--- src/rtl/cpu_pkg.sv ---
// cpu_pkg: shared encodings for the execute-stage front end
// ALU opcode groups (p_ALUop[3:2]), the hardwired-zero register address,
// and the operand forwarding source select.
package cpu_pkg;
    localparam logic [1:0] ALU_LOGIC = 2'b00;
    localparam logic [1:0] ALU_ARITH = 2'b01;
    localparam logic [1:0] ALU_COMP  = 2'b10;
    localparam logic [1:0] ALU_SHIFT = 2'b11;
    localparam logic [4:0] REG_ZERO  = 5'd0;
    typedef enum logic [1:0] {FWD_REG, FWD_MEM, FWD_WB} fwd_sel_e;
endpackage

--- src/rtl/operand_fwd_mux.sv ---
// operand_fwd_mux: picks the freshest value of one source register
// Ports: addr/reg_data = source register and its held value;
//        mem_* / wb_*  = EX/MEM and MEM/WB write-back forwarding sources;
//        data          = forwarded operand.
// The younger MEM result beats WB; register 0 is never forwarded.
module operand_fwd_mux
    import cpu_pkg::*;
#(
    parameter int WIDTH = 64,
    parameter int RADDR = 5
) (
    input  logic [RADDR-1:0] addr,
    input  logic [WIDTH-1:0] reg_data,
    input  logic             mem_regwrite,
    input  logic [RADDR-1:0] mem_rd_addr,
    input  logic [WIDTH-1:0] mem_result,
    input  logic             wb_regwrite,
    input  logic [RADDR-1:0] wb_rd_addr,
    input  logic [WIDTH-1:0] wb_result,
    output logic [WIDTH-1:0] data
);
    logic     nz;
    fwd_sel_e sel;
    always_comb begin
        nz   = addr != RADDR'(REG_ZERO);
        sel  = (nz && mem_regwrite && mem_rd_addr == addr) ? FWD_MEM :
               (nz && wb_regwrite && wb_rd_addr == addr)   ? FWD_WB  : FWD_REG;
        data = sel == FWD_MEM ? mem_result : sel == FWD_WB ? wb_result : reg_data;
    end
endmodule

--- src/rtl/id_ex_operand_stage.sv ---
// id_ex_operand_stage: ID/EX register with operand forwarding and load-use interlock
// Ports: p_id_*  = decoded instruction and register-file reads (valid/ready);
//        p_mem_*, p_wb_* = forwarding sources; p_flush kills the held instruction;
//        p_ex_ready = downstream accept; p_valid/p_ALUop/p_SHAMT/p_A/p_B/
//        p_store_data/p_rd_addr/control bits = held instruction toward the ALU.
module id_ex_operand_stage
    import cpu_pkg::*;
#(
    parameter int WIDTH = 64,
    parameter int RADDR = 5
) (
    input  logic             p_clk,
    input  logic             p_rst,
    input  logic             p_id_valid,
    output logic             p_id_ready,
    input  logic [3:0]       p_id_ALUop,
    input  logic [4:0]       p_id_SHAMT,
    input  logic [RADDR-1:0] p_id_rs_addr,
    input  logic [RADDR-1:0] p_id_rt_addr,
    input  logic [WIDTH-1:0] p_id_rs_data,
    input  logic [WIDTH-1:0] p_id_rt_data,
    input  logic [WIDTH-1:0] p_id_imm,
    input  logic             p_id_use_imm,
    input  logic [RADDR-1:0] p_id_rd_addr,
    input  logic             p_id_regwrite,
    input  logic             p_id_memread,
    input  logic             p_id_memwrite,
    input  logic             p_flush,
    input  logic             p_ex_ready,
    input  logic             p_mem_regwrite,
    input  logic [RADDR-1:0] p_mem_rd_addr,
    input  logic [WIDTH-1:0] p_mem_result,
    input  logic             p_wb_regwrite,
    input  logic [RADDR-1:0] p_wb_rd_addr,
    input  logic [WIDTH-1:0] p_wb_result,
    output logic             p_valid,
    output logic [3:0]       p_ALUop,
    output logic [4:0]       p_SHAMT,
    output logic [WIDTH-1:0] p_A,
    output logic [WIDTH-1:0] p_B,
    output logic [WIDTH-1:0] p_store_data,
    output logic [RADDR-1:0] p_rd_addr,
    output logic             p_regwrite,
    output logic             p_memread,
    output logic             p_memwrite
);
    logic             valid_q, valid_d, use_imm_q, use_imm_d;
    logic             regwrite_q, regwrite_d, memread_q, memread_d, memwrite_q, memwrite_d;
    logic [3:0]       alu_op_q, alu_op_d;
    logic [4:0]       shamt_q, shamt_d;
    logic [RADDR-1:0] rs_q, rs_d, rt_q, rt_d, rd_q, rd_d;
    logic [WIDTH-1:0] rs_data_q, rs_data_d, rt_data_q, rt_data_d, imm_q, imm_d;
    logic [WIDTH-1:0] rs_fwd, rt_fwd;
    logic             adv, hazard;

    always_comb begin
        adv        = ~valid_q | p_ex_ready;
        // A held load whose result a new instruction needs cannot be forwarded yet.
        hazard     = valid_q & memread_q & (rd_q != RADDR'(REG_ZERO)) & p_id_valid &
                     ((rd_q == p_id_rs_addr) | ((rd_q == p_id_rt_addr) & ~p_id_use_imm));
        p_id_ready = adv & ~hazard;
        valid_d    = valid_q;
        alu_op_d   = alu_op_q;
        shamt_d    = shamt_q;
        rs_d       = rs_q;
        rt_d       = rt_q;
        rs_data_d  = rs_data_q;
        rt_data_d  = rt_data_q;
        imm_d      = imm_q;
        use_imm_d  = use_imm_q;
        rd_d       = rd_q;
        regwrite_d = regwrite_q;
        memread_d  = memread_q;
        memwrite_d = memwrite_q;
        if (p_flush || (adv && hazard)) begin
            valid_d = 1'b0;
        end else if (adv) begin
            valid_d    = p_id_valid;
            alu_op_d   = p_id_ALUop;
            shamt_d    = p_id_SHAMT;
            rs_d       = p_id_rs_addr;
            rt_d       = p_id_rt_addr;
            rs_data_d  = p_id_rs_data;
            rt_data_d  = p_id_rt_data;
            imm_d      = p_id_imm;
            use_imm_d  = p_id_use_imm;
            rd_d       = p_id_rd_addr;
            regwrite_d = p_id_regwrite;
            memread_d  = p_id_memread;
            memwrite_d = p_id_memwrite;
        end else begin
            // A WB value retiring during the stall would vanish from the bypass next cycle.
            rs_data_d = (p_wb_regwrite && p_wb_rd_addr != RADDR'(REG_ZERO) && p_wb_rd_addr == rs_q) ? p_wb_result : rs_data_q;
            rt_data_d = (p_wb_regwrite && p_wb_rd_addr != RADDR'(REG_ZERO) && p_wb_rd_addr == rt_q) ? p_wb_result : rt_data_q;
        end
    end

    always_ff @(posedge p_clk or posedge p_rst) begin
        if (p_rst) begin
            valid_q    <= 1'b0;
            alu_op_q   <= '0;
            shamt_q    <= '0;
            rs_q       <= '0;
            rt_q       <= '0;
            rs_data_q  <= '0;
            rt_data_q  <= '0;
            imm_q      <= '0;
            use_imm_q  <= 1'b0;
            rd_q       <= '0;
            regwrite_q <= 1'b0;
            memread_q  <= 1'b0;
            memwrite_q <= 1'b0;
        end else begin
            valid_q    <= valid_d;
            alu_op_q   <= alu_op_d;
            shamt_q    <= shamt_d;
            rs_q       <= rs_d;
            rt_q       <= rt_d;
            rs_data_q  <= rs_data_d;
            rt_data_q  <= rt_data_d;
            imm_q      <= imm_d;
            use_imm_q  <= use_imm_d;
            rd_q       <= rd_d;
            regwrite_q <= regwrite_d;
            memread_q  <= memread_d;
            memwrite_q <= memwrite_d;
        end
    end

    operand_fwd_mux #(.WIDTH(WIDTH), .RADDR(RADDR)) u_rs_fwd (
        .addr(rs_q), .reg_data(rs_data_q),
        .mem_regwrite(p_mem_regwrite), .mem_rd_addr(p_mem_rd_addr), .mem_result(p_mem_result),
        .wb_regwrite(p_wb_regwrite), .wb_rd_addr(p_wb_rd_addr), .wb_result(p_wb_result),
        .data(rs_fwd)
    );

    operand_fwd_mux #(.WIDTH(WIDTH), .RADDR(RADDR)) u_rt_fwd (
        .addr(rt_q), .reg_data(rt_data_q),
        .mem_regwrite(p_mem_regwrite), .mem_rd_addr(p_mem_rd_addr), .mem_result(p_mem_result),
        .wb_regwrite(p_wb_regwrite), .wb_rd_addr(p_wb_rd_addr), .wb_result(p_wb_result),
        .data(rt_fwd)
    );

    assign p_valid      = valid_q;
    assign p_ALUop      = alu_op_q;
    assign p_SHAMT      = shamt_q;
    assign p_A          = rs_fwd;
    assign p_B          = use_imm_q ? imm_q : rt_fwd;
    assign p_store_data = rt_fwd;
    assign p_rd_addr    = rd_q;
    assign p_regwrite   = valid_q & regwrite_q;
    assign p_memread    = valid_q & memread_q;
    assign p_memwrite   = valid_q & memwrite_q;
endmodule

--- config.mk ---
export PLATFORM = sky130hd
export DESIGN_NAME = id_ex_operand_stage
export DESIGN_NICKNAME = d
export VERILOG_FILES = /design/src/rtl/cpu_pkg.sv /design/src/rtl/operand_fwd_mux.sv /design/src/rtl/id_ex_operand_stage.sv
export SDC_FILE = /design/constraint.sdc
export NUM_CORES = 1
export LEC_CHECK = 0
export CORE_AREA = 2 2 222 224
export CTS_BUF_LIST = sky130_fd_sc_hd__clkbuf_2
export DETAILED_ROUTE_END_ITERATION = 16
export DIE_AREA = 0 0 224 226
export PLACE_DENSITY_LB_ADDON = 0.3
export SYNTH_ARGS = -nofsm -noshare
export SYNTH_HDL_FRONTEND = slang
export SYNTH_SLANG_ARGS = --single-unit
--- constraint.sdc ---
create_clock -name p_clk -period 13.1 [get_ports p_clk]
set_input_delay 2.62 -clock p_clk [delete_from_list [all_inputs] [get_ports p_clk]]
set_output_delay 2.62 -clock p_clk [all_outputs]
set_load 0.01 [all_outputs]
== After elaboration in Yosys (flattened, before gate mapping) ==
Cells that the tools add are included.

* Register bits: 221
* Input bits: 365
* Output and inout port bits: 211
* Logic and storage cells: 75

* Equality and inequality tests: 10
* Muxes and demuxes: 15
* Bitwise gates (word level): 14
* Reduce and logical (&&, ||, !) cells: 23

{| class="wikitable"
|+ Operator list
! kind !! number
|-
| $mux W64 || 9
|-
| $eq A5 B5 Y1 || 6
|-
| $reduce_bool A5 Y1 || 4
|-
| $logic_and A1 B1 Y1 || 12
|-
| $and A1 B1 Y1 || 8
|-
| $mux W2 || 4
|-
| $reduce_and A2 Y1 || 3
|-
| $reduce_bool A2 Y1 || 3
|-
| $eq A2 B1 Y1 const B || 2
|-
| $eq A2 B2 Y1 const B || 2
|-
| $not A1 Y1 || 4
|-
| $mux W1 || 2
|-
| $or A1 B1 Y1 || 2
|-
| $logic_or A1 B1 Y1 || 1
|}

== Longest topological paths before layout ==
* Depth in word-level cells: 9
* Mapped depth: 8
* Depth with buffers taken out: 5

== Hierarchy ==
Synthesis repeated with hierarchy kept, for this count alone.

* Cell total of the unflattened synthesis: 1816
* Area total of the unflattened synthesis: 15438.6 um^2

{| class="wikitable"
|+ By module, submodules not included
! module !! instances !! cells each !! area each (um^2) !! sequential area each (um^2)
|-
| id_ex_operand_stage || 1 || 1046 || 11214.5 || 5530.3
|-
| operand_fwd_mux || 2 || 385 || 2112.0 || 0.0
|}

== Worst setup path before layout ==
No wires, ideal clock.

* Path kind: input to output
* Start: input port p_mem_rd_addr[2]
* End: output port p_B[10]
* Arrival time: 4.316 ns
* Data required time: 10.480 ns
* Slack: 6.164 ns
* Stages on the path: 7
* Buffers on the path: 2
* Path through: or4_1 o211ai_1 buf_2 buf_1 nor3_1 a31oi_1 mux2_2

* Longest elaborated chain between the ends: 7
* Elaborated cells between the ends (all ways): 8
* Those cells by class: 3 x eq/ne; 4 x mux; 1 x reduce/logical

{| class="wikitable"
|+ RTL lines
! what !! line !! RTL
|-
| start, declared || id_ex_operand_stage.sv:31 || <nowiki>input logic [RADDR-1:0] p_mem_rd_addr,</nowiki>
|-
| $eq A5 B5 Y1 * || operand_fwd_mux.sv:26 || <nowiki>sel = (nz && mem_regwrite && mem_rd_addr == addr) ? FWD_MEM :</nowiki>
|-
| $logic_and A1 B1 Y1 * || operand_fwd_mux.sv:26 ||
|-
| $mux W2 * || operand_fwd_mux.sv:26 ||
|-
| $eq A2 B2 Y1 || operand_fwd_mux.sv:28 || <nowiki>data = sel == FWD_MEM ? mem_result : sel == FWD_WB ? wb_result : reg_data;</nowiki>
|-
| $mux W64 || operand_fwd_mux.sv:28 ||
|-
| $mux W64 * || operand_fwd_mux.sv:28 ||
|-
| via p_store_data[10] || id_ex_operand_stage.sv:41 || <nowiki>output logic [WIDTH-1:0] p_store_data,</nowiki>
|-
| $mux W64 * || id_ex_operand_stage.sv:148 || <nowiki>assign p_B = use_imm_q ? imm_q : rt_fwd;</nowiki>
|-
| end, declared || id_ex_operand_stage.sv:40 || <nowiki>output logic [WIDTH-1:0] p_B,</nowiki>
|}

The timed path passes the listed nets; every way through them passes the cells marked *.

== Worst setup path in the final report ==
* Start: input port p_mem_rd_addr[0]
* End: output port p_B[63]

* Longest elaborated chain between the ends: 7
* Elaborated cells between the ends (all ways): 8
* Those cells by class: 3 x eq/ne; 4 x mux; 1 x reduce/logical

{| class="wikitable"
|+ RTL lines
! what !! line
|-
| $eq A5 B5 Y1 * || operand_fwd_mux.sv:26
|-
| $logic_and A1 B1 Y1 * || operand_fwd_mux.sv:26
|-
| $mux W2 * || operand_fwd_mux.sv:26
|-
| $eq A2 B2 Y1 || operand_fwd_mux.sv:28
|-
| $mux W64 || operand_fwd_mux.sv:28
|-
| $mux W64 * || operand_fwd_mux.sv:28
|-
| $mux W64 * || id_ex_operand_stage.sv:148
|}

Every way passes the cells marked *; elsewhere a longest branch is shown, timed or not.

==> run_results.csv <==
group,metric,value,unit
sta,setup_tns,0,ps
setup_path,critical_path_required,10480,ps
clock_network,clock_sinks,221,
yosys,synth-seq-area-share,37.14,%
route,wl,68.81,mm
global_routing,grt_usage,26.39,%
floorplanning,dieArea,50620,sq um
global_routing,grt-ovfl-total,0,
final_layout,drive_gt1_share,10.83,%
setup_path,cp.arrival,6500,ps
yosys,netlist_area,14890,sq um
sta,report.final.setup_viol,0,
route,drtIter0Drc,1550,
hold_path,min_from,"imm_q[45]",
yosys,ys_ff_latch,221,
clock_network,numCtsBuffers,71,
floorplanning,num_rows,81,
route,drc,0,
yosys,yosysWarnings,0,
clock_network,hold_buffers,0,
floorplanning,die_h,226,microns
route,via_per_inst,5.965,
clock_network,clk_pin_slew,80,ps
pwr,ir_drop,0.08147,mV
sta,rsz0062_at_grt,"false",
sta,hold_slack,491.7,ps
placed_design,placed_cells,2632,
global_routing,grt_max_degree,130,
clock_network,clockRootBuffer,"clkbuf_2",
clock_network,cts_tree,"done",
global_routing,grt_pass1_wl,104.1,mm
sta,layout_min_cycle_time,9123,ps
sta,tightestPinTransition,1052,ps
placed_design,place_hpwl,44.74,mm
floorplanning,num_io_pins,576,
clock_network,htreeDepth,3,
final_layout,final_common_cell,"clkdlybuf4s50_1",
floorplanning,die_w,224,microns
setup_path,cp_max_fo,64,
sta,finalHoldViolations,0,
yosys,synth_cells,1606,
sta,maxClockFrequency,0.1096,GHz
run,max-cap-violations,0,
status,status,"complete, no violations",
clock_network,clk_path_buf_depth,3,
route,ant_nets,0,
yosys,synth_nets,1971,
route,route.vias.total,16420,
sta,fin_skew,57.11,ps
setup_path,critPathKind,"input pin to output port",
setup_path,startpoint,"p_mem_rd_addr[0]",
sta,period_share,69.64,%
pwr,p_per_area,109.8,nW/um^2
floorplanning,core,48340,sq um
placed_design,portBuffers,575,
clock_network,post_cts.repair.setup_buffers,0,
global_routing,grt_pass1_vias,17190,
setup_path,start_kind,"input pin",
placed_design,place.gp.congestion,0.8687,
floorplanning,initial_core_util,30.80,%
route,firstDrtPassIters,6,
clock_network,worstSkewPairLatency,1020,ps
final_layout,syn_to_final_growth,44.56,%
hold_path,hold_path.class,"flop to flop",
final_layout,fin_nets,2448,
clock_network,cts_resized,0,
sta,slew_headroom,29.83,%
final_layout,final_cells,2752,
final_layout,final_area,21520,sq um
placed_design,dpl-instance-area,20870,sq um
yosys,ys_types,41,
global_routing,antenna_found_initial,4,
placed_design,post-place-ws,4061,ps
yosys,syn_avg_cell_area,9.271,sq um
sta,fin_ws,3977,ps
route,wl_per_cell,25.00,microns
setup_path,r2r-start,"p_rd_addr[1]",
pwr,p_leak,8.394,nW
setup_path,endpoint_kind,"output port",
final_layout,layout_common_cells,"574 x clkdlybuf4s50_1, 220 x dfrtp_1",
sta,drv_slew,0,
[report_power, final]
| part | total (mW) | internal [mW] | switching (mW) |
|---|---|---|---|
| clock network | 0.608 | 0.261 | 0.346 |
| logic | 0.903 | 0.461 | 0.442 |
| registers | 0.854 | 0.771 | 0.0830 |
| total | 2.36 | 1.49 | 0.871 |
[cell usage after synthesis (all sizes together)]
cell,n,area [sq um]
and2,4,25.02
a2111oi,128,1121
xnor2,18,157.7
mux2i,64,640.6
a211oi,129,968.4
o21a,1,7.510
o2bb2ai,1,8.760
nor2,4,15.01
or3,1,6.260
clkbuf,138,518.0
nand2,67,251.5
o211a,1,10.01
inv,130,488.0
nand3,3,15.01
nor3,67,335.3
o211ai,1,7.510
a22o,1,8.760
dfrtp,221,5530
xor2,11,96.34
or2,2,12.52
buf,58,380.4
nor2b,1,6.260
o32ai,1,16.27
o22ai,128,800.8
nand2b,1,6.260
or4,3,22.52
o21ai,66,330.3
o41ai,1,8.760
a21oi,2,10.01
a31oi,64,400.4
o31ai,64,480.5
mux2,156,1757
nand4,68,437.9
a211o,1,8.760
[cells by family (layout without fill, tap and decap cells)]
| kind of cell | count (synthesis) | after routing | synth area share, % |
|---|---|---|---|
| simple gates | 221 | 221 | 7.613 |
| compound gates | 589 | 589 | 28.13 |
| other cells | 0 | 6 | 0 |
| xor+xnor | 29 | 29 | 1.706 |
| buf+inv | 326 | 844 | 9.311 |
| mux | 220 | 220 | 16.10 |
| flops | 221 | 221 | 37.14 |
[flip-flops by register name, indices dropped and copies added (netlist names)]
register    count
use_imm_q       1
p_SHAMT         5
p_rd_addr       5
imm_q          64
rt_q            5
regwrite_q      1
rs_q            5
p_ALUop         4
p_valid         1
rt_data_q      64
memread_q       1
memwrite_q      1
rs_data_q      64
[layer usage]
layer | global-route usage, % | vias up | part of all wire [%]
met5 | 0 | - | 0.016
met4 | 11.96 | 2 | 3.8
met3 | 6.922 | 188 | 8.5
met2 | 44.06 | 1014 | 48
met1 | 31.89 | 7975 | 39
li1 | - | 7238 | -
[per-stage QoR]
| stage | power (mW) | util [%] |
|---|---|---|
| after floorplan | 1.265 | - |
| after global placement | 1.742 | 43.17 |
| after detailed placement | 1.759 | 43.17 |
| after CTS | 2.378 | 44.49 |
| after global routing | 2.489 | 44.52 |
| final | 2.364 | 44.52 |
[worst max-delay path, cell delays in order]
cell,delay [ps]
clkdlybuf4s50_1,480
xnor2_1,170
nand4_1,110
buf_4,410
buf_4,540
or2_4,790
a31oi_1,460
mux2_2,400
clkdlybuf4s50_1,480
[cell type report]
cell class / instances / area (sq um)
timing repair buffer: 600 / 5953
multi-input combinational: 1059 / 8108
clock buffer: 101 / 505.5
sequential: 221 / 5534
fill: 4733 / 26820
antenna: 6 / 15.01
tap: 622 / 778.2
inverter: 130 / 498.0
clock inverter: 13 / 132.6
[worst paths after layout]
| path | endpoint | slack (ps) | depth (start not counted) |
|---|---|---|---|
| setup reg to reg | rs_data_q[26] | 9690 | 6 |
| setup / recovery | p_B[63] | 3980 | 9 |
| max in group asynchronous | rt_data_q[4] | 9440 | 3 |
| min in group asynchronous | imm_q[62] | 2150 | 2 |
| hold / removal | imm_q[45] | 490 | 1 |
| hold reg to reg | imm_q[45] | 490 | 1 |
(Power assumes the default switching activity.)
